### src/rtl/typing_test_ctrl.sv
// Moore controller for the typing-test datapath: sequences game start, key matching,
// UART echo of correct keys, end-of-text CR and keystroke statistics.
module typing_test_ctrl #(
    parameter int unsigned ROM_LAT    = 2,
    parameter int unsigned TX_TIMEOUT = 100000,
    parameter int unsigned CNT_W      = 8
) (
    input  logic             clk,
    input  logic             rst,
    input  logic             uart_pressed_eq_1,
    input  logic             start_of_game,
    input  logic             rom_eq_uart,
    input  logic             end_of_game,
    input  logic             stopwatch_start_eq_0_and_rom_eq_0,
    input  logic             tx_done,
    output logic             en_curr_addr,
    output logic [1:0]       s_curr_addr,
    output logic             en_stopwatch_rst,
    output logic             s_stopwatch_rst,
    output logic             en_stopwatch_start,
    output logic             s_stopwatch_start,
    output logic             en_out_byte,
    output logic [1:0]       s_out_byte,
    output logic             en_uart_tx_go,
    output logic             s_uart_tx_go,
    output logic             game_active,
    output logic [CNT_W-1:0] key_count,
    output logic [CNT_W-1:0] err_count
);

    // One counter serves both the TX timeout and the ROM latency wait.
    localparam int unsigned TmoMax = (TX_TIMEOUT > ROM_LAT) ? TX_TIMEOUT : ROM_LAT;
    localparam int unsigned TmoW   = $clog2(TmoMax + 1);

    typedef enum logic [3:0] {
        StIdle, StArm, StKey, StMatch, StTxGo, StTxClr, StTxWait, StRomWait,
        StEndCr, StEndGo, StEndClr, StEndWait, StDone
    } state_e;

    state_e           state_q, state_d;
    logic [CNT_W-1:0] key_cnt_q, key_cnt_d;
    logic [CNT_W-1:0] err_cnt_q, err_cnt_d;
    logic [TmoW-1:0]  tmo_q, tmo_d;
    logic             tmo_tx_last, tmo_rom_last;

    assign tmo_tx_last  = (tmo_q == TmoW'(TX_TIMEOUT - 1));
    assign tmo_rom_last = (tmo_q == TmoW'(ROM_LAT - 1));

    always_ff @(posedge clk or posedge rst) begin
        if (rst) begin
            state_q   <= StIdle;
            key_cnt_q <= '0;
            err_cnt_q <= '0;
            tmo_q     <= '0;
        end else begin
            state_q   <= state_d;
            key_cnt_q <= key_cnt_d;
            err_cnt_q <= err_cnt_d;
            tmo_q     <= tmo_d;
        end
    end

    always_comb begin
        state_d            = state_q;
        key_cnt_d          = key_cnt_q;
        err_cnt_d          = err_cnt_q;
        tmo_d              = tmo_q;
        en_curr_addr       = 1'b0;
        s_curr_addr        = 2'd0;
        en_stopwatch_rst   = 1'b0;
        s_stopwatch_rst    = 1'b0;
        en_stopwatch_start = 1'b0;
        s_stopwatch_start  = 1'b0;
        en_out_byte        = 1'b0;
        s_out_byte         = 2'd0;
        en_uart_tx_go      = 1'b0;
        s_uart_tx_go       = 1'b0;

        unique case (state_q)
            StIdle: begin
                en_curr_addr       = 1'b1;
                en_stopwatch_rst   = 1'b1;
                s_stopwatch_rst    = 1'b1;
                en_stopwatch_start = 1'b1;
                en_uart_tx_go      = 1'b1;
                if (start_of_game) begin
                    state_d = stopwatch_start_eq_0_and_rom_eq_0 ? StEndCr : StArm;
                end
            end
            StArm: begin
                en_stopwatch_rst   = 1'b1;
                en_stopwatch_start = 1'b1;
                s_stopwatch_start  = 1'b1;
                key_cnt_d          = '0;
                err_cnt_d          = '0;
                state_d            = StKey;
            end
            StKey: begin
                en_curr_addr = 1'b1;
                s_curr_addr  = 2'd2;
                // End of game wins over a same-cycle key, which is dropped.
                if (end_of_game) begin
                    state_d = StEndCr;
                end else if (uart_pressed_eq_1) begin
                    if (rom_eq_uart) begin
                        state_d = StMatch;
                    end else if (err_cnt_q != '1) begin
                        err_cnt_d = err_cnt_q + CNT_W'(1);
                    end
                end
            end
            StMatch: begin
                en_out_byte  = 1'b1;
                s_out_byte   = 2'd2;
                en_curr_addr = 1'b1;
                s_curr_addr  = 2'd1;
                if (key_cnt_q != '1) begin
                    key_cnt_d = key_cnt_q + CNT_W'(1);
                end
                state_d = StTxGo;
            end
            StTxGo, StEndGo: begin
                en_uart_tx_go = 1'b1;
                s_uart_tx_go  = 1'b1;
                state_d       = (state_q == StTxGo) ? StTxClr : StEndClr;
            end
            StTxClr, StEndClr: begin
                en_uart_tx_go = 1'b1;
                tmo_d         = '0;
                state_d       = (state_q == StTxClr) ? StTxWait : StEndWait;
            end
            StTxWait, StEndWait: begin
                if (tx_done || tmo_tx_last) begin
                    tmo_d   = '0;
                    state_d = (state_q == StTxWait) ? StRomWait : StDone;
                end else begin
                    tmo_d = tmo_q + TmoW'(1);
                end
            end
            StRomWait: begin
                if (tmo_rom_last) begin
                    tmo_d   = '0;
                    state_d = StKey;
                end else begin
                    tmo_d = tmo_q + TmoW'(1);
                end
            end
            StEndCr: begin
                en_stopwatch_start = 1'b1;
                en_out_byte        = 1'b1;
                state_d            = StEndGo;
            end
            StDone: begin
                if (start_of_game) begin
                    state_d = StIdle;
                end
            end
            default: state_d = StIdle;
        endcase
    end

    assign game_active = (state_q != StIdle) && (state_q != StDone);
    assign key_count   = key_cnt_q;
    assign err_count   = err_cnt_q;

endmodule

### config.mk
export PLATFORM = sky130hd
export DESIGN_NAME = typing_test_ctrl
export DESIGN_NICKNAME = d
export VERILOG_FILES = /design/src/rtl/typing_test_ctrl.sv
export SDC_FILE = /design/constraint.sdc
export NUM_CORES = 1
export LEC_CHECK = 0
export ABC_CLOCK_PERIOD_IN_PS = 1900
export CAP_MARGIN = 40
export CORE_MARGIN = 10
export CORE_UTILIZATION = 50
export CTS_BUF_LIST = sky130_fd_sc_hd__clkbuf_8
export CTS_CLUSTER_SIZE = 16
export DETAILED_ROUTE_END_ITERATION = 8
export PLACE_DENSITY = 0.89
export SYNTH_ARGS = -nofsm -noshare
export SYNTH_HDL_FRONTEND = slang
export SYNTH_SLANG_ARGS = --single-unit
export TNS_END_PERCENT = 30
### constraint.sdc
create_clock -name clk -period 1.9 [get_ports clk]
set_input_delay 0.285 -clock clk [delete_from_list [all_inputs] [get_ports clk]]
set_output_delay 0.285 -clock clk [all_outputs]
set_load 0.02 [all_outputs]
# Word level (Yosys, flattened, before mapping)
# Index checks and enable logic that the tools add are counted.
word_totals:
  reg_bits: 37
  out_inout_bits: 29
  word_cells: 85
classes:
  n_addsub: 3
  n_eq_ne: 28
  n_mux: 32
  reduce_logical: 18
op_table:
  columns: ["operator", "n"]
  rows:
  - ["case mux 17 bit (3 select lines)", 1]
  - ["two-way mux 4 bit", 11]
  - ["two-way mux 8 bit", 5]
  - ["case mux 4 bit (10 select lines)", 1]
  - ["two-way mux 17 bit", 2]
  - ["case mux 8 bit (2 select lines)", 2]
  - ["equality test 4 bit, second input constant", 5]
  - ["!= test 2 bit, second input constant", 9]
  - ["adder 17 x 1 -> 17 bit, second input constant", 1]
  - ["equality test 17 x 1 -> 1 bit, second input constant", 1]
  - ["equality test 17 bit, second input constant", 1]
  - ["adder 8 x 1 -> 8 bit, second input constant", 2]
  - ["equality test 4 x 3 -> 1 bit, second input constant", 4]
  - ["!= test 8 bit, second input constant", 2]
  - ["OR reduction 2 bit", 5]
  - ["equality test 4 x 2 -> 1 bit, second input constant", 2]
  - ["two-way mux 1 bit", 8]
  - ["!= test 3 bit, second input constant", 2]
  - ["AND reduction 6 bit", 1]
  - ["OR reduction 3 bit", 2]
  - ["AND reduction 5 bit", 1]
  - ["OR reduction 5 bit", 1]
  - ["equality test 4 x 1 -> 1 bit, second input constant", 1]
  - ["logical NOT 4 bit", 1]
  - ["other kinds (9)", 10]

# Logic depth before layout (Yosys ltp)
depth:
  depth_word: 6
  depth_mapped: 9
  depth_no_buf: 6

# Worst setup path before layout
# Ideal clock, no wire load.
synth_path:
  kind: "reg2reg"
  from: "register state_q[2]"
  to: "register err_cnt_q[5], in the netlist err_count[5]"
  setup_time_ns: 0.079
  arrival_ns: 2.069
  setup_slack_ns: -0.248
  path_stages_with_launch: 8
  synth_period_minus_slack_ns: 2.148
  path_cell_list: "dfrtp_1 > buf_6 > nor3_1 > nand2_1 > a21o_1 > buf_6 > or3_1 > a21oi_1"
synth_via:
  elab_chain_cells: 3
synth_rtl:
  columns: ["element", "line_no", "rtl"]
  rows:
  - ["start: declaration", "40", "state_e state_q, state_d;"]
  - ["start signal: assignment", "51", "state_q <= StIdle;"]
  - ["start signal: assignment", "56", "state_q <= state_d;"]
  - ["equality test 4 x 2 -> 1 bit or equality test 4 x 1 -> 1 bit (tied branches)", "79", "unique case (state_q)"]
  - ["!= test 2 bit (no line) or nonzero test 2 bit (tied branches)", null, null]
  - ["AND reduction 5 bit (no line)", null, null]
  - ["end signal: assignment", "58", "err_cnt_q <= err_cnt_d;"]
  - ["end: declaration", "42", "logic [CNT_W-1:0] err_cnt_q, err_cnt_d;"]
# Several ways; a longest one is shown, not always the timed one.
# A chain may end at the register's enable or synchronous reset.

# Worst setup path after layout
layout_path:
  from: "register tmo_q[9]"
  to: "register state_q[2]"
layout_via:
  elab_chain_cells: 4
layout_rtl:
  columns: ["element", "line_no", "rtl"]
  rows:
  - ["start: declaration", "43", "logic [TmoW-1:0] tmo_q, tmo_d;"]
  - ["start signal: assignment", "59", "tmo_q <= tmo_d;"]
  - ["equality test 17 bit", "46", "assign tmo_tx_last = (tmo_q == TmoW'(TX_TIMEOUT - 1));"]
  - ["logical OR 1 bit", "133", "if (tx_done || tmo_tx_last) begin"]
  - ["!= test 2 bit (no line)", null, null]
  - ["AND reduction 6 bit (no line) *", null, null]
# Mark *: on every way between the ends. The rest lies on a longest branch, timed or not.

==> results.rst <==
.. list-table::
   :header-rows: 1

   * - Metric
     - Value
   * - Result of the run
     - complete, but fails checks
   * - Violations in the final reports
     - negative setup slack
   * - Horizontal die dimension
     - between 80 and 90 µm
   * - Commonest cells after routing, fill and taps aside
     - 41 x sky130_fd_sc_hd__buf_4, 37 x sky130_fd_sc_hd__dfrtp_1, 31 x sky130_fd_sc_hd__o21ai_0, 28 x sky130_fd_sc_hd__nand2_1, 23 x sky130_fd_sc_hd__clkdlybuf4s50_1
   * - Top cells by area, synth
     - sky130_fd_sc_hd__dfrtp_1 40%, sky130_fd_sc_hd__o21ai_0 7.4%, sky130_fd_sc_hd__nand2_1 4.6%
   * - Number of instances in the synthesized netlist
     - approximately 270
   * - Final cell count without fillers
     - 389
   * - Y dimension of the die
     - slightly below 90 µm
   * - Vias in the first global route
     - approximately 2,200
   * - Final routed wire length divided by cell count
     - roughly 17 µm
   * - Area of the mapped netlist
     - about 2300 µm²
   * - Max Cap Viol
     - 0
   * - Starting Density
     - between 50% and 60%
   * - Average vias per placed instance
     - around 6.3
   * - Worst setup slack for register-to-register paths
     - -30 ps
   * - Number of nets in the synthesized netlist
     - about 280
   * - Ant. Diodes
     - 0
   * - Fill cell instance count of the final layout
     - around 300
   * - Number of enable flip-flop cells after synthesis
     - 0
   * - Critical path class
     - reg2reg
   * - Clock Sinks
     - 37
   * - Total global-route track usage
     - between 15 and 20%
   * - Total wire length after detailed routing
     - a little under 7 mm
   * - Global-route wire length before repair
     - approximately 10 mm
   * - Net count, final
     - 348
   * - Power density over the cells
     - about 1300 nW/µm²
   * - Peak supply drop
     - about 1400 µV
   * - Hold slack final
     - slightly below 400 ps
   * - LEAKAGE
     - around 1.4 nW
   * - Root Buffer
     - sky130_fd_sc_hd__clkbuf_8
   * - Count of different cell masters after synthesis
     - 55
   * - Number of buffers inserted during clock tree synthesis
     - 5
   * - Summed area of non-filler cells in the final layout
     - roughly 3200 µm²
   * - Count of hold-fix buffers inserted at cts
     - 0
   * - Crit Path Max Fanout
     - 7
   * - Global placer's final weighted congestion
     - 0.872
   * - Post-placement cell count
     - ~380
   * - Logic depth of the worst register-to-register path
     - 6
   * - Crit path arrival time
     - 2140 ps
   * - Endpoint kind of the worst setup timing path
     - flop
   * - Top FF cell, synth
     - sky130_fd_sc_hd__dfrtp_1
   * - CTS tree
     - built
   * - FMAX
     - 519 MHz
   * - RR Startpoint
     - tmo_q[9]
   * - Class of the tightest hold or removal check
     - in2async
   * - Top-level I/O count
     - 37
   * - Req. time, crit path
     - between 2000 and 2500 ps
   * - Largest net degree at the start of global routing
     - 38
   * - Sequential fraction of the synthesis area
     - about two fifths
   * - Dpl ws
     - -267 ps
   * - Floorplan Core Area
     - 4410 µm²
   * - Clock transition at the register clock pins on the worst setup and hold paths after CTS
     - ~80 ps
   * - Final critical-path required period
     - just under 2000 ps
   * - Row cnt
     - 24
   * - Longest Clk Path Bufs
     - 2
   * - Number of vias in the routed layout
     - roughly 2,400
   * - Count of pins over their slew limit
     - 0
   * - Total of flip-flops plus latches after synthesis
     - 37
   * - Remaining routing DRC violations
     - 0
   * - Number of setup violations in the final report
     - 11
   * - Final global-route overflow total
     - 0
   * - Total placed instance area
     - about 2900 µm²
   * - Most common cell after layout, fill and taps aside
     - sky130_fd_sc_hd__buf_4
   * - Share of cells above drive strength 1
     - between 20% and 30%
   * - Power Total
     - between 4 and 5 mW
   * - Launching element type of the critical path
     - flop
   * - Area growth syn-to-layout
     - 37.8%
   * - Iter 0 DRT Violations
     - 190
   * - Number of antenna violations at the first check in global routing
     - 0
   * - # H-tree levels
     - 2
   * - Share of synthesized registers carrying an async set or reset
     - 100%
   * - Detail Placement HPWL
     - roughly 4.5 mm
   * - Unrepaired setup endpoints after global routing
     - yes
   * - Area leader, netlist
     - sky130_fd_sc_hd__dfrtp_1
   * - Final worst clock skew
     - roughly 7.8 ps
   * - Clock insertion delay at the later pin of the skew report
     - approximately 300 ps
   * - Total Die Area
     - 7700 µm²
   * - Per-instance average area after synthesis
     - approximately 8.5 µm²
   * - RR Endpoint
     - state_q[2]
   * - Final period utilization
     - 101%
   * - Synth Warn #
     - 0
   * - Port bufs
     - 35
   * - Count of endpoints failing hold in the final timing report
     - 0
   * - ANT nets after route
     - 0
   * - Number of optimization iterations in the first detailed-route pass
     - 5
   * - Share of Yosys cell area claimed by the top area cell type
     - between 40% and 50%
   * - Worst path setup slack after routing
     - -26.8 ps
==> layer usage <==
metal / track usage (%) / wire (µm) / vias to the layer above
met1: 20.2 / 2800 / 1176
met4: 8.12 / 179 / 0
li1: - / - / 1130
met5: 0 / 0 / -
met3: 3.62 / 463 / 22
met2: 26.6 / 3290 / 108
==> worst max-delay path by stage <==
stage                from  cells past startpoint            to
5_1_grt        state_q[0]                      8      tmo_q[6]
3_5_place_dp   state_q[3]                      5  err_count[0]
3_3_place_gp   state_q[3]                      5  err_count[2]
6_report         tmo_q[9]                      6    state_q[2]
4_1_cts        state_q[3]                      7     tmo_q[11]
2_1_floorplan  state_q[2]                      9  err_count[5]
==> timing repair <==
action / 4_1_cts / 5_1_grt
endpoints found under the setup margin: 38 / 36
resized for setup: 39 / 32
pin swaps: 2 / 4
endpoints found under the hold margin: 0 / 0
buffers inserted: 1 / 4
==> final cells by class <==
type	instances	area, µm²	share of cell area, %
inverter	8	42.5	1.35
clock buffer	6	82.6	2.61
multi-input combinational	207	1370	43.4
timing repair buffer	77	636	20.1
sequential	37	926	29.3
clock inverter	2	37.5	1.19
tap	52	65.1	2.06
==> cells by family after synthesis <==
family	Yosys count	synth area share [%]
compound gates	74	19.9
xor+xnor	7	2.67
fa+ha+maj	4	2.18
buf+inv	27	6.11
flops	37	40.3
mux	6	2.73
other cells	1	0.163
simple gates	115	25.9
==> registers in the layout, indices dropped and copies added (netlist names) <==
name	flops
key_count	8
state_q	4
tmo_q	17
err_count	8
==> stage by stage <==
stage,setup TNS [ps],utilization [%]
final,-154,71.6
after global routing,-2290,71.6
after CTS,-40.6,69.2
after detailed placement,-3670,65.8
after global placement,-1810,65.8
after floorplan,-559,-
==> synthesized netlist by cell type (2+ instances only) <==
cell / number
sky130_fd_sc_hd__inv_1: 7
sky130_fd_sc_hd__dfrtp_1: 37
sky130_fd_sc_hd__buf_2: 2
sky130_fd_sc_hd__nor2_1: 17
sky130_fd_sc_hd__o21ai_0: 34
sky130_fd_sc_hd__nand3_1: 18
sky130_fd_sc_hd__buf_4: 2
sky130_fd_sc_hd__nand2_1: 28
sky130_fd_sc_hd__nor2b_1: 3
sky130_fd_sc_hd__or3_1: 4
sky130_fd_sc_hd__mux2_2: 2
sky130_fd_sc_hd__nand2b_1: 3
sky130_fd_sc_hd__o32ai_1: 2
sky130_fd_sc_hd__xor2_1: 3
sky130_fd_sc_hd__nor3_1: 10
sky130_fd_sc_hd__a21oi_1: 8
sky130_fd_sc_hd__buf_6: 3
sky130_fd_sc_hd__and3_1: 3
sky130_fd_sc_hd__o31ai_1: 6
sky130_fd_sc_hd__nand4_1: 8
sky130_fd_sc_hd__mux2i_1: 4
sky130_fd_sc_hd__o22ai_1: 8
sky130_fd_sc_hd__clkbuf_1: 10
sky130_fd_sc_hd__ha_1: 4
sky130_fd_sc_hd__a211oi_1: 2
sky130_fd_sc_hd__nor4_1: 6
sky130_fd_sc_hd__or2_2: 3
sky130_fd_sc_hd__o41ai_1: 3
sky130_fd_sc_hd__and2_1: 2
sky130_fd_sc_hd__xnor2_1: 4
==> critical path: stages (launching register included) <==
cell	delay [ps]
sky130_fd_sc_hd__dfrtp_1	450
sky130_fd_sc_hd__nor4_1	400
sky130_fd_sc_hd__and4b_1	300
sky130_fd_sc_hd__o22ai_4	120
sky130_fd_sc_hd__nor3_2	220
sky130_fd_sc_hd__buf_4	150
sky130_fd_sc_hd__mux2i_1	190
==> power breakdown <==
| part | internal [mW] | leakage, nW | total (mW) | switching [mW] |
|---|---|---|---|---|
| clock network | 0.427 | 0.0574 | 0.733 | 0.306 |
| registers | 0.905 | 0.503 | 1.03 | 0.126 |
| logic | 1.00 | 0.810 | 2.28 | 1.28 |
(Power assumes the default switching activity.)
